`config.mk`:
```
export PLATFORM = sky130hd
export DESIGN_NAME = fetch_unit_flat
export DESIGN_NICKNAME = d
export VERILOG_FILES = /design/src/rtl/fetch_pkg.sv /design/src/rtl/fetch_if.sv /design/src/rtl/fetch_pc.sv /design/src/rtl/fetch_unit.sv /design/src/flat_wrapper.sv
export SDC_FILE = /design/constraint.sdc
export NUM_CORES = 1
export LEC_CHECK = 0
export BUFFER_PORTS_ARGS = -buffer_cell sky130_fd_sc_hd__clkbuf_2
export CAP_MARGIN = 10
export CORE_AREA = 2 2 39 41
export CTS_BUF_LIST = sky130_fd_sc_hd__clkbuf_2 sky130_fd_sc_hd__clkbuf_4 sky130_fd_sc_hd__clkbuf_8
export DETAILED_ROUTE_END_ITERATION = 8
export DIE_AREA = 0 0 41 43
export PLACE_DENSITY_LB_ADDON = 0.08
export RECOVER_POWER = 50
export SLEW_MARGIN = 10
export SYNTH_ARGS = -nofsm -noshare
export SYNTH_HDL_FRONTEND = slang
export SYNTH_SLANG_ARGS = --single-unit
export TNS_END_PERCENT = 50
```
`constraint.sdc`:
```
create_clock -name clk -period 2.3 [get_ports clk]
set_input_delay 0 -clock clk [delete_from_list [all_inputs] [get_ports clk]]
set_output_delay 0 -clock clk [all_outputs]
set_load 0.02 [all_outputs]
```
`src/rtl/fetch_pkg.sv`:
```
`default_nettype none
// ============================================================================
//  Module      : fetch_pkg
//  Description : Shared definitions for the instruction fetch unit. It holds
//                the fetch state enumeration and a small state-decode helper.
//                The package has no ports.
//  Revision    : 1.0 - initial release
// ============================================================================
package fetch_pkg;

    // The encoding is fixed so that waveforms and any external decode agree.
    typedef enum logic [1:0] {
        ST_IDLE  = 2'd0,
        ST_FETCH = 2'd1,
        ST_DRAIN = 2'd2,
        ST_DONE  = 2'd3
    } fetch_state_e;

    // True while the unit is working through the address range.
    function automatic logic is_active(input fetch_state_e s);
        return (s == ST_FETCH) || (s == ST_DRAIN);
    endfunction

endpackage : fetch_pkg
`default_nettype wire

```
`src/rtl/fetch_if.sv`:
```
`default_nettype none
// ============================================================================
//  Module      : fetch_if
//  Description : Bus bundle between the fetch unit, its combinational
//                instruction memory, the branch source and the consumer.
//                Signals:
//                  mem_addr  / mem_data  : memory address out, read data in
//                  br_valid  / br_target : redirect request and its address
//                  out_valid / out_ready : output word handshake
//                  instr     / instr_pc  : fetched word and its address
//                The master modport is the fetch unit side; the slave
//                modport is the environment side.
//  Revision    : 1.0 - initial release
// ============================================================================
interface fetch_if #(
    parameter int ADDR_W = 2,
    parameter int DATA_W = 2
);
    logic [ADDR_W-1:0] mem_addr;
    logic [DATA_W-1:0] mem_data;
    logic              br_valid;
    logic [ADDR_W-1:0] br_target;
    logic              out_valid;
    logic              out_ready;
    logic [DATA_W-1:0] instr;
    logic [ADDR_W-1:0] instr_pc;

    modport master (
        output mem_addr,
        input  mem_data,
        input  br_valid,
        input  br_target,
        output out_valid,
        input  out_ready,
        output instr,
        output instr_pc
    );

    modport slave (
        input  mem_addr,
        output mem_data,
        output br_valid,
        output br_target,
        input  out_valid,
        output out_ready,
        input  instr,
        input  instr_pc
    );
endinterface : fetch_if
`default_nettype wire

```
`src/rtl/fetch_pc.sv`:
```
`default_nettype none
// ============================================================================
//  Module      : fetch_pc
//  Description : Program counter with load, increment and end-of-range
//                handling. With WRAP=1 the counter rolls over to 0. With
//                WRAP=0 it sticks at the last address.
//                Ports:
//                  clk, rst   : clock and synchronous active-high reset
//                  i_load     : load i_load_val (has priority over i_inc)
//                  i_load_val : value to load
//                  i_inc      : advance to the next address
//                  o_pc       : current program counter
//                  o_last     : pc is at the final address and will not wrap
//  Revision    : 1.0 - initial release
// ============================================================================
module fetch_pc #(
    parameter int ADDR_W = 2,
    parameter bit WRAP   = 1'b0
) (
    input  wire logic              clk,
    input  wire logic              rst,
    input  wire logic              i_load,
    input  wire logic [ADDR_W-1:0] i_load_val,
    input  wire logic              i_inc,
    output logic      [ADDR_W-1:0] o_pc,
    output logic                   o_last
);
    localparam logic [ADDR_W-1:0] C_PC_MAX = '1;
    localparam logic [ADDR_W-1:0] C_PC_ONE = ADDR_W'(1);

    logic [ADDR_W-1:0] r_pc;
    logic [ADDR_W-1:0] w_pc_nxt;

    assign o_last = (r_pc == C_PC_MAX) && !WRAP;

    always_comb begin
        w_pc_nxt = r_pc;
        if (i_load) begin
            w_pc_nxt = i_load_val;
        end else if (i_inc && !o_last) begin
            // Modulo-2^ADDR_W add. It only reaches 0 when WRAP=1.
            w_pc_nxt = r_pc + C_PC_ONE;
        end
    end

    always_ff @(posedge clk) begin
        if (rst) begin
            r_pc <= '0;
        end else begin
            r_pc <= w_pc_nxt;
        end
    end

    assign o_pc = r_pc;

endmodule : fetch_pc
`default_nettype wire

```
`src/rtl/fetch_unit.sv`:
```
`default_nettype none
// ============================================================================
//  Module      : fetch_unit
//  Description : Sequential instruction fetcher. After a start pulse it reads
//                a combinational memory from address 0 and presents one word
//                per cycle through a valid/ready output register. It honours
//                consumer backpressure and branch redirects.
//                Ports:
//                  clk, rst : clock and synchronous active-high reset
//                  start    : begin fetching at address 0 (from IDLE/DONE)
//                  bus      : fetch_if master (memory, branch, output word)
//                  busy     : high in FETCH or DRAIN
//                  done     : high in DONE
//  Revision    : 1.0 - initial release
// ============================================================================
module fetch_unit
    import fetch_pkg::*;
#(
    parameter int ADDR_W = 2,
    parameter int DATA_W = 2,
    parameter bit WRAP   = 1'b0
) (
    input  wire logic clk,
    input  wire logic rst,
    input  wire logic start,
    fetch_if.master   bus,
    output logic      busy,
    output logic      done
);
    fetch_state_e      r_state;
    fetch_state_e      w_state_nxt;
    logic              r_out_valid;
    logic              w_out_valid_nxt;
    logic [DATA_W-1:0] r_instr;
    logic [DATA_W-1:0] w_instr_nxt;
    logic [ADDR_W-1:0] r_instr_pc;
    logic [ADDR_W-1:0] w_instr_pc_nxt;

    logic              w_pc_load;
    logic [ADDR_W-1:0] w_pc_load_val;
    logic              w_pc_inc;
    logic [ADDR_W-1:0] w_pc;
    logic              w_pc_last;
    logic              w_handshake;

    fetch_pc #(
        .ADDR_W (ADDR_W),
        .WRAP   (WRAP)
    ) u_pc (
        .clk        (clk),
        .rst        (rst),
        .i_load     (w_pc_load),
        .i_load_val (w_pc_load_val),
        .i_inc      (w_pc_inc),
        .o_pc       (w_pc),
        .o_last     (w_pc_last)
    );

    assign w_handshake = r_out_valid && bus.out_ready;

    always_comb begin
        w_state_nxt     = r_state;
        w_out_valid_nxt = r_out_valid;
        w_instr_nxt     = r_instr;
        w_instr_pc_nxt  = r_instr_pc;
        w_pc_load       = 1'b0;
        w_pc_load_val   = '0;
        w_pc_inc        = 1'b0;

        case (r_state)
            ST_IDLE, ST_DONE: begin
                if (start) begin
                    w_state_nxt     = ST_FETCH;
                    w_out_valid_nxt = 1'b0;
                    w_pc_load       = 1'b1;
                end
            end
            ST_FETCH: begin
                if (bus.br_valid) begin
                    // A redirect drops any held word. If it handshakes in
                    // this same cycle, it has already been consumed.
                    w_out_valid_nxt = 1'b0;
                    w_pc_load       = 1'b1;
                    w_pc_load_val   = bus.br_target;
                end else if (!r_out_valid || bus.out_ready) begin
                    w_instr_nxt     = bus.mem_data;
                    w_instr_pc_nxt  = w_pc;
                    w_out_valid_nxt = 1'b1;
                    w_pc_inc        = 1'b1;
                    if (w_pc_last) begin
                        w_state_nxt = ST_DRAIN;
                    end
                end
            end
            ST_DRAIN: begin
                if (bus.br_valid) begin
                    w_state_nxt     = ST_FETCH;
                    w_out_valid_nxt = 1'b0;
                    w_pc_load       = 1'b1;
                    w_pc_load_val   = bus.br_target;
                end else if (w_handshake) begin
                    w_state_nxt     = ST_DONE;
                    w_out_valid_nxt = 1'b0;
                end
            end
            default: begin
                w_state_nxt     = ST_IDLE;
                w_out_valid_nxt = 1'b0;
            end
        endcase
    end

    always_ff @(posedge clk) begin
        if (rst) begin
            r_state     <= ST_IDLE;
            r_out_valid <= 1'b0;
            r_instr     <= '0;
            r_instr_pc  <= '0;
        end else begin
            r_state     <= w_state_nxt;
            r_out_valid <= w_out_valid_nxt;
            r_instr     <= w_instr_nxt;
            r_instr_pc  <= w_instr_pc_nxt;
        end
    end

    assign bus.mem_addr  = w_pc;
    assign bus.out_valid = r_out_valid;
    assign bus.instr     = r_instr;
    assign bus.instr_pc  = r_instr_pc;
    assign busy          = is_active(r_state);
    assign done          = (r_state == ST_DONE);

endmodule : fetch_unit
`default_nettype wire

```
`src/flat_wrapper.sv`:
```
// flat-port wrapper written by rule: the top's interface ports become plain ports
module fetch_unit_flat import fetch_pkg::*;
#(
    parameter int ADDR_W = 2,
    parameter int DATA_W = 2,
    parameter bit WRAP   = 1'b0
)
  (clk, rst, start, busy, done, bus_mem_addr, bus_mem_data, bus_br_valid, bus_br_target, bus_out_valid, bus_out_ready, bus_instr, bus_instr_pc);
  fetch_if #(.ADDR_W(ADDR_W), .DATA_W(DATA_W)) bus_i ();
  input  wire logic clk;
  input  wire logic rst;
  input  wire logic start;
  output logic busy;
  output logic done;
  output wire logic [$bits(bus_i.mem_addr)-1:0] bus_mem_addr;
  input wire logic [$bits(bus_i.mem_data)-1:0] bus_mem_data;
  input wire logic [$bits(bus_i.br_valid)-1:0] bus_br_valid;
  input wire logic [$bits(bus_i.br_target)-1:0] bus_br_target;
  output wire logic [$bits(bus_i.out_valid)-1:0] bus_out_valid;
  input wire logic [$bits(bus_i.out_ready)-1:0] bus_out_ready;
  output wire logic [$bits(bus_i.instr)-1:0] bus_instr;
  output wire logic [$bits(bus_i.instr_pc)-1:0] bus_instr_pc;
  assign bus_mem_addr = bus_i.mem_addr;
  assign bus_i.mem_data = bus_mem_data;
  assign bus_i.br_valid = bus_br_valid;
  assign bus_i.br_target = bus_br_target;
  assign bus_out_valid = bus_i.out_valid;
  assign bus_i.out_ready = bus_out_ready;
  assign bus_instr = bus_i.instr;
  assign bus_instr_pc = bus_i.instr_pc;
  fetch_unit #(.ADDR_W(ADDR_W), .DATA_W(DATA_W), .WRAP(WRAP)) u_core (.clk(clk), .rst(rst), .start(start), .bus(bus_i), .busy(busy), .done(done));
endmodule
```
==> impl_summary.log, run 1 <==
INFO  metric synthesis.area_per_instance = 8.41 um^2
INFO  metric worst_r2r_path_depth = 6
INFO  metric worst_skew_pair.late_latency = 0.26 ns
INFO  metric cts.htree.levels = 1
INFO  metric globalRouteTotalUtil = 14.6%
INFO  metric switching_share = 39.4%
INFO  metric slew_viol_final = 0
INFO  metric detailedRoute.firstIterationViolations = 5
INFO  metric post_synthesis_share_of_cell_area_spent_on_xor_and_xnor_gates = 0%
INFO  metric slowest_stage = sky130_fd_sc_hd__or4_1
INFO  metric fin_crit = 1.81 ns
INFO  metric slack_of_the_worst_reg_to_reg_path = 0.49 ns
INFO  metric status = complete, no violations
INFO  metric antenna_violations_before_repair = 0
INFO  metric synth_sequential_area_ratio = 36.9%
INFO  metric fin_skew = 0.00187 ns
INFO  metric cp_data_arrival_time = 1.98 ns
INFO  metric dp_hpwl = 775 um
INFO  metric synth_seq_cells = 9
INFO  metric std_cell_rows = 14
INFO  metric synth_fa_ha_area_share = 10.3%
INFO  metric die_h = 43 um
INFO  metric startpoint_type = flip-flop
INFO  metric power_frac_comb = 43.7%
INFO  metric synthesis.yosys.warnings = 0
INFO  metric worst_path_dominant_cell_family = simple AND/OR/NAND/NOR gates
INFO  metric vias = 452
INFO  metric start_util = 35.3%
INFO  metric share_seq_of_total_power = 34.3%
INFO  metric p_int = 0.377 mW
INFO  metric timing.final.hold_violations = 0
INFO  metric antenna-diode-count = 0
INFO  metric layout-area-overhead-vs-synth = 28.5%
INFO  metric numCtsBuffers = 3
INFO  metric timing.setup.critical_path_class = flip-flop to flip-flop
INFO  metric first_pass_iteration_count_of_the_detailed_router = 4
INFO  metric p_sw = 0.245 mW
INFO  metric via_count_of_the_first_global_routing_pass = 417
INFO  metric post_synth_inst_count = 58
INFO  metric critical_path.max_stage_delay = 0.51 ns
INFO  metric detail_route.wl_per_cell = 10.6 um
INFO  metric max_freq = 553 MHz
INFO  metric grt_setup_unrepaired = no
INFO  metric critical_path.n_buffers_inverters = 1
INFO  metric num-nets-final = 94
INFO  metric yosys.cell_types.count = 21
INFO  metric relSlewSlack = 81.2%
INFO  metric synthesis.area = 488 um^2
INFO  metric gpl.final_weighted_congestion = 0.758
INFO  metric cts_tree = yes
INFO  metric clk_path_buf_depth = 2
INFO  metric die_area = 1760 um^2
INFO  metric clkSlewWorstSetupHoldPaths = 0.06 ns
INFO  metric fin_tns_setup = 0 ns
INFO  metric postSynthNetCount = 71
INFO  metric synth-simple-area-share = 21.5%
INFO  metric r2r_end = u_core.r_state[1]
INFO  metric total_leakage_power = 0.280 nW
INFO  metric synth_compound_area_share = 15.4%
INFO  metric combinational_family_with_the_most_area_after_synthesis = simple AND/OR/NAND/NOR gates
INFO  metric avgViaCountPerCell = 4.71
INFO  metric drc = 0
INFO  metric clock_sink_count = 9
INFO  metric design.portCount = 18
INFO  metric drv_cap = 0
INFO  metric max_slew.worst_pin.slew = 0.281 ns
INFO  metric final_critical_path_setup_slack = 0.493 ns
INFO  metric postRouteAntennaNets = 0
INFO  metric final.fill_count = 155
INFO  metric hold_path.class = input pin to flip-flop
INFO  metric min_period_over_period = 78.6%
INFO  metric max-vdd-ir-drop = 0.000408 V
INFO  metric wl_met2 = 441 um
INFO  metric global_route.overflow_total = 0
INFO  metric pin_count_of_the_biggest_net_entering_global_routing = 12
INFO  metric ratio_of_total_power_to_cell_area = 992 nW/um^2
INFO  metric share_of_layout_cells_above_drive_strength_1 = 18.8%
INFO  metric worstReg2RegStart = u_core.r_state[0]
INFO  metric numPortBuffers = 17
INFO  metric crit_path_start = u_core.r_state[0]
INFO  metric crit_path_max_fanout = 5
INFO  metric critical_path.endpoint_type = flip-flop
INFO  metric floorplan.core_area = 1380 um^2
INFO  metric dr.max_layer_used = met4
INFO  metric grt_pass1_wl = 1.67 mm
INFO  metric root_buffer = sky130_fd_sc_hd__clkbuf_4
INFO  metric setup_viol = 0
INFO  metric die_width = 41 um
INFO  metric cp.depth = 6
INFO  metric clock_power_share = 22.0%
INFO  metric route.met3.wl = 45 um
INFO  metric required = 2.48 ns
INFO  metric pre_cts_slack = 0.506 ns
INFO  metric crit_path_cell_trace = inv_1 > ha_1 > nor2b_1 > a21o_1 > or4_1 > o31ai_1
INFO  metric worstSetupEndpoint = u_core.r_state[1]
INFO  metric postRouteWirelength = 1.02 mm
INFO  metric synth_mux_area_share = 10.5%
INFO  metric wl_met1 = 524 um
## how the worst min path moves through the flow
| stage | start | to | slack (ns) | cells past startpoint |
|---|---|---|---|---|
| 3_5_place_dp | bus_mem_data[0] | u_core.bus.instr[0] | 0.25 | 3 |
| 3_3_place_gp | bus_mem_data[0] | u_core.bus.instr[0] | 0.24 | 3 |
| 4_1_cts | rst | u_core.bus.instr_pc[1] | 0.05 | 2 |
| 6_report | rst | u_core.bus.instr_pc[1] | 0.06 | 2 |
| 2_1_floorplan | bus_mem_data[0] | u_core.bus.instr[0] | 0.15 | 2 |
| 5_1_grt | rst | u_core.bus.instr[1] | 0.07 | 2 |
## per-layer routing
layer / vias to the layer above / global-route usage [%]
met5: - / 0
met4: 0 / 12.0
met2: 7 / 19.1
met3: 2 / 3.14
li1: 248 / -
met1: 195 / 19.4
## through the flow
step / std cells / power (mW) / hold slack, ns / cell area [um^2] / util, %
final: 96 / 0.622 / 0.0570 / 627 / 45.3
after detailed placement: 90 / 0.497 / 0.247 / 589 / 42.6
after global routing: 96 / 0.675 / 0.0692 / 627 / 45.3
after CTS: 96 / 0.641 / 0.0503 / 639 / 46.2
after global placement: 90 / 0.501 / 0.243 / 589 / 42.6
after floorplan: 58 / 0.426 / 0.148 / 488 / -
## what timing repair did
item / 4_1_cts / 5_1_grt
hold endpoints to repair: 2 / 0
gates resized for setup: 0 / 0
hold buffers: 2 / 0
buffers inserted: 0 / 0
## flip-flops by register name, indices dropped and copies added, names as in the netlist
name	flops
u_core.bus.out_valid	1
u_core.bus.instr_pc	2
u_core.r_state	2
u_core.u_pc.o_pc	2
u_core.bus.instr	2
## placed cells by master (no fill, tap or decap), types with 4 or more instances in the layout
cell type,instances
sky130_fd_sc_hd__a21oi_1,4
sky130_fd_sc_hd__clkbuf_1,8
sky130_fd_sc_hd__clkbuf_2,9
sky130_fd_sc_hd__clkbuf_4,4
sky130_fd_sc_hd__dfxtp_1,9
sky130_fd_sc_hd__ha_1,4
sky130_fd_sc_hd__inv_1,6
sky130_fd_sc_hd__mux2i_1,4
sky130_fd_sc_hd__nand2_1,7
sky130_fd_sc_hd__nand3_1,4
sky130_fd_sc_hd__nor2_1,4
## cell usage after synthesis
| master | instances | area (um^2) |
|---|---|---|
| sky130_fd_sc_hd__dfxtp_1 | 9 | 180 |
| sky130_fd_sc_hd__or3_2 | 1 | 7.51 |
| sky130_fd_sc_hd__a21o_1 | 1 | 7.51 |
| sky130_fd_sc_hd__a31oi_1 | 2 | 12.5 |
| sky130_fd_sc_hd__clkbuf_1 | 1 | 3.75 |
| sky130_fd_sc_hd__nand3_1 | 4 | 20.0 |
| sky130_fd_sc_hd__a21oi_1 | 4 | 20.0 |
| sky130_fd_sc_hd__ha_1 | 4 | 50.1 |
| sky130_fd_sc_hd__nand2_1 | 7 | 26.3 |
| sky130_fd_sc_hd__mux2_2 | 1 | 11.3 |
| sky130_fd_sc_hd__o31ai_1 | 2 | 15.0 |
| sky130_fd_sc_hd__o22ai_1 | 1 | 6.26 |
| sky130_fd_sc_hd__o2bb2ai_1 | 1 | 8.76 |
| sky130_fd_sc_hd__or4_1 | 1 | 7.51 |
| sky130_fd_sc_hd__mux2i_1 | 4 | 40.0 |
| sky130_fd_sc_hd__nor2b_1 | 2 | 12.5 |
| sky130_fd_sc_hd__inv_1 | 6 | 22.5 |
| sky130_fd_sc_hd__o21ai_0 | 1 | 5.00 |
| sky130_fd_sc_hd__nor2_1 | 4 | 15.0 |
| sky130_fd_sc_hd__nand2b_1 | 1 | 6.26 |
| sky130_fd_sc_hd__and2b_4 | 1 | 10.0 |
## power by group through the flow
stage          Sequential (mW)  Clock (mW)  Combinational [mW]
2_1_floorplan            0.236           0               0.189
3_3_place_gp             0.216           0               0.285
3_5_place_dp             0.217           0               0.280
4_1_cts                  0.214       0.143               0.284
5_1_grt                  0.220       0.148               0.308
6_report                 0.213       0.136               0.272
## logic make-up (layout without fill, tap and decap cells)
group                      count (synthesis)  after routing
DFF                                        9              9
and+or+nand+nor                           21             21
muxes                                      5              5
AOI/OAI and AO/OA                         12             12
adders and majority gates                  4              4
buffers and inverters                      7             29
## worst reg2reg max path, cell delays in order (launching register included)
cell	delay (ns)
sky130_fd_sc_hd__dfxtp_1	0.36
sky130_fd_sc_hd__inv_1	0.07
sky130_fd_sc_hd__ha_1	0.35
sky130_fd_sc_hd__nor2b_1	0.17
sky130_fd_sc_hd__a21o_1	0.20
sky130_fd_sc_hd__or4_1	0.51
sky130_fd_sc_hd__o31ai_1	0.08
## layout make-up
cell class,instances,area (um^2),share of cell area (%)
Sequential cell,9,180,28.7
Clock buffer,4,30.0,4.79
Multi-Input combinational cell,42,279,44.5
Inverter,6,22.5,3.59
Timing Repair Buffer,19,95.1,15.2
Tap cell,16,20.0,3.19
No activity file was read; power rests on OpenSTA's default activity.
==> run 2: changes to the inputs <==
clock period = 1.8 ns   (was 2.3 ns; I/O delays follow)
==> impl_summary.log, run 2 (synthesized netlist as in run 1, its figures left out) <==
INFO  metric crit_path_cell_trace = inv_1 > ha_4 > nor2b_1 > a21o_1 > or4_1 > o31ai_1
INFO  metric critical_path.endpoint_type = flip-flop
INFO  metric fin_crit = 1.66 ns (-0.151 ns)
INFO  metric whs_endpoint = u_core.bus.instr[0]
INFO  metric die_width = 41 um (unchanged)
INFO  metric grt_setup_unrepaired = no
INFO  metric max_freq = 604 MHz (+9.1%)
INFO  metric cts_tree = yes
INFO  metric clk_path_buf_depth = 2 (unchanged)
INFO  metric required = 1.98 ns (-0.50 ns)
INFO  metric clock_sink_count = 9 (unchanged)
INFO  metric detailedRoute.firstIterationViolations = 5 (unchanged)
INFO  metric timing.hold.worst.start = rst
INFO  metric drc = 0 (unchanged)
INFO  metric num-nets-final = 95 (+1.1%)
INFO  metric fin_tns_setup = 0 ns (unchanged)
INFO  metric setup_viol = 0 (unchanged)
INFO  metric drv_cap = 0 (unchanged)
INFO  metric gpl.final_weighted_congestion = 0.731 (-3.5%)
INFO  metric worstReg2RegStart = u_core.r_state[0]
INFO  metric share_of_layout_cells_above_drive_strength_1 = 23.5% (+4.7 points)
INFO  metric die_area = 1760 um^2 (unchanged)
INFO  metric ratio_of_total_power_to_cell_area = 1280 nW/um^2 (+29%)
INFO  metric numCtsBuffers = 3 (unchanged)
INFO  metric start_util = 35.3% (unchanged)
INFO  metric final.fill_count = 170 (+9.7%)
INFO  metric vias = 475 (+5.1%)
INFO  metric timing.setup.critical_path_class = flip-flop to flip-flop
INFO  metric seq_area = 181 um^2 (+0.69%)
INFO  metric stdcell_area = 664 um^2 (+6.0%)
INFO  metric slack_of_the_worst_reg_to_reg_path = 0.14 ns (-0.35 ns)
INFO  metric antenna-diode-count = 0 (unchanged)
INFO  metric dp_hpwl = 807 um (+4.1%)
INFO  metric root_buffer = sky130_fd_sc_hd__clkbuf_4
INFO  metric max-vdd-ir-drop = 0.000498 V (+22%)
INFO  metric first_pass_iteration_count_of_the_detailed_router = 3 (-1)
INFO  metric timing.final.hold_violations = 0 (unchanged)
INFO  metric postRouteWirelength = 1.07 mm (+4.3%)
INFO  metric grt_pass1_wl = 1.75 mm (+4.6%)
INFO  metric pre_cts_slack = 0.0247 ns (-0.482 ns)
INFO  metric status = complete, no violations
INFO  metric std_cell_rows = 14 (unchanged)
INFO  metric fin_skew = 0.00611 ns (+0.00424 ns)
INFO  metric max_slew.worst_pin.slew = 0.313 ns (+0.0316 ns)
INFO  metric relSlewSlack = 79.1% (-2.0 points)
INFO  metric global_route.overflow_total = 0 (unchanged)
INFO  metric cp_data_arrival_time = 1.84 ns (-0.14 ns)
INFO  metric most-common-layout-cells = sky130_fd_sc_hd__clkbuf_1 (9), sky130_fd_sc_hd__clkbuf_2 (8), sky130_fd_sc_hd__dfxtp_1 (8), sky130_fd_sc_hd__nand2_1 (7), sky130_fd_sc_hd__inv_1 (6)
INFO  metric final_critical_path_setup_slack = 0.144 ns (-0.349 ns)
INFO  metric slowest_stage = sky130_fd_sc_hd__or4_1
INFO  metric placed_area = 597 um^2 (+1.3%)
INFO  metric die_h = 43 um (unchanged)
INFO  metric cts.htree.levels = 1 (unchanged)
INFO  metric pin_count_of_the_biggest_net_entering_global_routing = 12 (unchanged)
INFO  metric postRouteAntennaNets = 0 (unchanged)
INFO  metric layout-area-overhead-vs-synth = 36.2%
INFO  metric startpoint_type = flip-flop
INFO  metric crit_path_max_fanout = 5 (unchanged)
INFO  metric min_period_over_period = 92.0% (+13 points)
INFO  metric mostFrequentLayoutCell = sky130_fd_sc_hd__clkbuf_1
INFO  metric clkSlewWorstSetupHoldPaths = 0.06 ns (about the same)
INFO  metric globalRouteTotalUtil = 15.7% (+1.1 points)
INFO  metric antenna_violations_before_repair = 0 (unchanged)
INFO  metric via_count_of_the_first_global_routing_pass = 432 (+3.6%)
INFO  metric numPortBuffers = 17 (unchanged)
INFO  metric area_taken_by_multi_input_logic_gates = 309 um^2 (+11%)
INFO  metric floorplan.core_area = 1380 um^2 (unchanged)
INFO  metric worst_r2r_path_depth = 6 (unchanged)
INFO  metric detail_route.wl_per_cell = 11.0 um (+3.2%)
INFO  metric total_leakage_power = 0.282 nW (+0.71%)
INFO  metric slew_viol_final = 0 (unchanged)
INFO  metric r2r_end = u_core.r_state[1]
INFO  metric critical_path.max_stage_delay = 0.51 ns (about the same)
INFO  metric design.portCount = 18 (unchanged)
INFO  metric avgViaCountPerCell = 4.90 (+4.0%)
INFO  metric hold_path.class = input pin to flip-flop
INFO  metric hold_depth = 2 (unchanged)
INFO  metric worst_skew_pair.late_latency = 0.26 ns (about the same)
## run 2: cell count changes in the layout (fill, tap and decap cells not counted), sizes merged
cell  previous run  this run
buf              0         1
## run 2: worst max-delay path: cells and delay by family, from the launching register on
kind            cells  cell delay (ns)
fa+ha+maj           1             0.26
simple gates        2             0.66
compound gates      2             0.25
flops               1             0.34
buf+inv             1             0.08
## run 2: worst max path at each step
stage,depth (start not counted),endpoint,slack (ns),from
4_1_cts,6,u_core.r_state[1],0.01,u_core.r_state[0]
3_5_place_dp,6,u_core.r_state[1],0.02,u_core.r_state[0]
6_report,6,u_core.r_state[1],0.14,u_core.r_state[0]
5_1_grt,6,u_core.r_state[1],0.04,u_core.r_state[0]
2_1_floorplan,6,u_core.r_state[1],0.11,u_core.r_state[0]
3_3_place_gp,6,u_core.u_pc.o_pc[0],0.05,u_core.r_state[0]
## run 2: power breakdown
group	leakage, nW	switching [mW]	internal, mW
Sequential	0.0736	0.0343	0.241
Clock	0.0184	0.0734	0.101
Combinational	0.190	0.225	0.178
## run 2: layout make-up
| type | instances | area share (%) |
|---|---|---|
| Tap cell | 16 | 3.01 |
| Timing Repair Buffer | 20 | 15.3 |
| Inverter | 6 | 3.39 |
| Sequential cell | 9 | 27.3 |
| Multi-Input combinational cell | 42 | 46.5 |
| Clock buffer | 4 | 4.52 |
## run 2: per-layer routing
layer	track usage, %	vias up	part of all wire, %
met5	0	-	0
met4	8.00	0	0.85
met3	9.42	2	5.9
met2	23.8	11	51
met1	16.2	215	43
li1	-	247	-
## run 2: metrics by stage
stage / util, % / hold WS, ns / instances / total power [mW]
after floorplan: - / 0.148 / 58 / 0.544
after global placement: 43.1 / 0.242 / 91 / 0.655
after detailed placement: 43.1 / 0.246 / 91 / 0.651
after CTS: 46.7 / 0.0475 / 97 / 0.833
after global routing: 48.0 / 0.0632 / 97 / 0.930
final: 48.0 / 0.0523 / 97 / 0.852
## run 2: what timing repair did
item / CTS / global route
hold endpoints to repair: 2 / 0
setup buffers: 0 / 0
hold buffers: 2 / 0
resized for setup: 0 / 4
endpoints found under the setup margin: 0 / 4
==> run 3: changes to the inputs <==
PLACE_DENSITY = 0.69   (was unset)
PLACE_DENSITY_LB_ADDON = unset   (was 0.08)
==> impl_summary.log, run 3 (synthesized netlist as in run 1, its figures left out) <==
INFO  metric hold_depth = 2 (unchanged)
INFO  metric std_cell_rows = 14 (unchanged)
INFO  metric fin_cells = 96 (-1.0%)
INFO  metric layout-area-overhead-vs-synth = 31.5%
INFO  metric vias = 472 (-0.63%)
INFO  metric die_width = 41 um (unchanged)
INFO  metric dp_hpwl = 784 um (-2.8%)
INFO  metric grt_setup_unrepaired = no
INFO  metric max-vdd-ir-drop = 0.000542 V (+8.6%)
INFO  metric total_leakage_power = 0.276 nW (-2.3%)
INFO  metric pin_count_of_the_biggest_net_entering_global_routing = 12 (unchanged)
INFO  metric global_route.overflow_total = 0 (unchanged)
INFO  metric antenna-diode-count = 0 (unchanged)
INFO  metric min_period_over_period = 93.1% (+1.1 points)
INFO  metric relSlewSlack = 80.8% (+1.7 points)
INFO  metric share_of_layout_cells_above_drive_strength_1 = 21.3% (-2.2 points)
INFO  metric cts_tree = yes
INFO  metric postRouteWirelength = 1.03 mm (-3.0%)
INFO  metric hold_path.class = input pin to flip-flop
INFO  metric detailedRoute.firstIterationViolations = 6 (+1)
INFO  metric clk_path_buf_depth = 2 (unchanged)
INFO  metric drv_cap = 0 (unchanged)
INFO  metric p_sw = 0.319 mW (-3.9%)
INFO  metric cp_data_arrival_time = 1.82 ns (-0.02 ns)
INFO  metric start_util = 35.3% (unchanged)
INFO  metric switching_share = 39.0% (-0.051 points)
INFO  metric max_freq = 596 MHz (-1.2%)
INFO  metric timing.setup.critical_path_class = flip-flop to flip-flop
INFO  metric timing.final.hold_violations = 0 (unchanged)
INFO  metric startpoint_type = flip-flop
INFO  metric clock_power_share = 20.7% (+0.3 points)
INFO  metric required = 1.94 ns (-0.04 ns)
INFO  metric grt_pass1_wl = 1.68 mm (-3.6%)
INFO  metric mostFrequentLayoutCell = sky130_fd_sc_hd__clkbuf_1
INFO  metric via_count_of_the_first_global_routing_pass = 401 (-7.2%)
INFO  metric die_h = 43 um (unchanged)
INFO  metric first_pass_iteration_count_of_the_detailed_router = 4 (+1)
INFO  metric num-nets-final = 94 (-1.1%)
INFO  metric status = complete, no violations
INFO  metric floorplan.core_area = 1380 um^2 (unchanged)
INFO  metric avgViaCountPerCell = 4.92 (+0.40%)
INFO  metric numCtsBuffers = 3 (unchanged)
INFO  metric max_slew.worst_pin.slew = 0.286 ns (-0.0270 ns)
INFO  metric totalPowerFinal = 0.819 mW (-3.8%)
INFO  metric share_seq_of_total_power = 33.7% (+1.4 points)
INFO  metric clkSlewWorstSetupHoldPaths = 0.06 ns (about the same)
INFO  metric globalRouteTotalUtil = 13.9% (-1.8 points)
INFO  metric die_area = 1760 um^2 (unchanged)
INFO  metric detail_route.wl_per_cell = 10.8 um (-2.0%)
INFO  metric worst_skew_pair.late_latency = 0.26 ns (about the same)
INFO  metric slew_viol_final = 0 (unchanged)
INFO  metric fin_crit = 1.68 ns (+0.0202 ns)
INFO  metric design.portCount = 18 (unchanged)
INFO  metric power_frac_comb = 45.6% (-1.7 points)
INFO  metric gpl.final_weighted_congestion = 0.767 (+4.9%)
INFO  metric fin_tns_setup = 0 ns (unchanged)
INFO  metric ratio_of_total_power_to_cell_area = 1280 nW/um^2 (-0.40%)
INFO  metric p_int = 0.500 mW (-3.7%)
INFO  metric root_buffer = sky130_fd_sc_hd__clkbuf_4
INFO  metric crit_path_max_fanout = 5 (unchanged)
INFO  metric numPortBuffers = 17 (unchanged)
INFO  metric postRouteAntennaNets = 0 (unchanged)
INFO  metric worst_r2r_path_depth = 6 (unchanged)
INFO  metric fin_skew = 0.00173 ns (-0.00438 ns)
INFO  metric critical_path.endpoint_type = flip-flop
INFO  metric setup_viol = 0 (unchanged)
INFO  metric post-place-cells = 90 (-1.1%)
INFO  metric most-common-layout-cells = sky130_fd_sc_hd__clkbuf_1 (9), sky130_fd_sc_hd__clkbuf_2 (8), sky130_fd_sc_hd__dfxtp_1 (8), sky130_fd_sc_hd__nand2_1 (7), sky130_fd_sc_hd__inv_1 (6)
INFO  metric cts.htree.levels = 1 (unchanged)
INFO  metric hold_ws = 0.0497 ns (-0.00255 ns)
INFO  metric postLayoutCoreUtil = 46.4% (-1.6 points)
INFO  metric clock_sink_count = 9 (unchanged)
INFO  metric antenna_violations_before_repair = 0 (unchanged)
INFO  metric drc = 0 (unchanged)
==> run 3: cell count changes in the layout (fill, tap and decap cells not counted), sizes merged <==
cell,previous run,this run
buf,1,0
==> run 3: timing repair <==
action / CTS / global route
hold endpoints to repair: 2 / 0
gates resized for setup: 0 / 2
hold buffers: 2 / 0
setup buffers: 0 / 0
endpoints found under the setup margin: 0 / 3
==> run 3: final cells by class <==
cell class                 instances  area, um^2
fill                             155         742
clock buffer                       4        30.0
inverter                           6        22.5
multi-input combinational         42         294
timing repair buffer              19        93.8
sequential                         9         181
tap                               16        20.0
==> run 3: final timing paths <==
kind / startpoint / endpoint / slack [ns]
min: rst / u_core.bus.instr[0] / 0.05
max: u_core.r_state[0] / u_core.u_pc.o_pc[1] / 0.12
min reg2reg: u_core.bus.instr[0] / u_core.bus.instr[0] / 0.45
max reg2reg: u_core.r_state[0] / u_core.u_pc.o_pc[1] / 0.12
==> run 3: power by group through the flow <==
stage | clock (mW) | combinational [mW] | sequential, mW
after detailed placement | 0 | 0.357 | 0.278
after global routing | 0.190 | 0.417 | 0.283
after global placement | 0 | 0.356 | 0.275
final | 0.169 | 0.374 | 0.276
after floorplan | 0 | 0.242 | 0.302
after CTS | 0.177 | 0.363 | 0.274
==> run 3: worst max-delay path: stages, from the launching register on <==
cell and delay [ns]:
sky130_fd_sc_hd__dfxtp_2 0.34, sky130_fd_sc_hd__inv_1 0.08, sky130_fd_sc_hd__ha_4 0.29, sky130_fd_sc_hd__mux2_2 0.34, sky130_fd_sc_hd__a31oi_1 0.26, sky130_fd_sc_hd__mux2i_1 0.22, sky130_fd_sc_hd__nor2_1 0.05
==> run 3: stage by stage <==
stage                     area, um^2  setup slack, ns
after floorplan                  488            0.109
after global placement           589           0.0412
after detailed placement         589           0.0252
after CTS                        639          0.00904
after global routing             642          0.00416
final                            642            0.124
==> run 3: layer usage <==
metal  vias up  wire, um  GRT usage, %
met5         -         0             0
met4         0         0          4.00
met3         0        60          6.28
met2        11       499          18.1
met1       214       473          20.1
li1        247         -             -
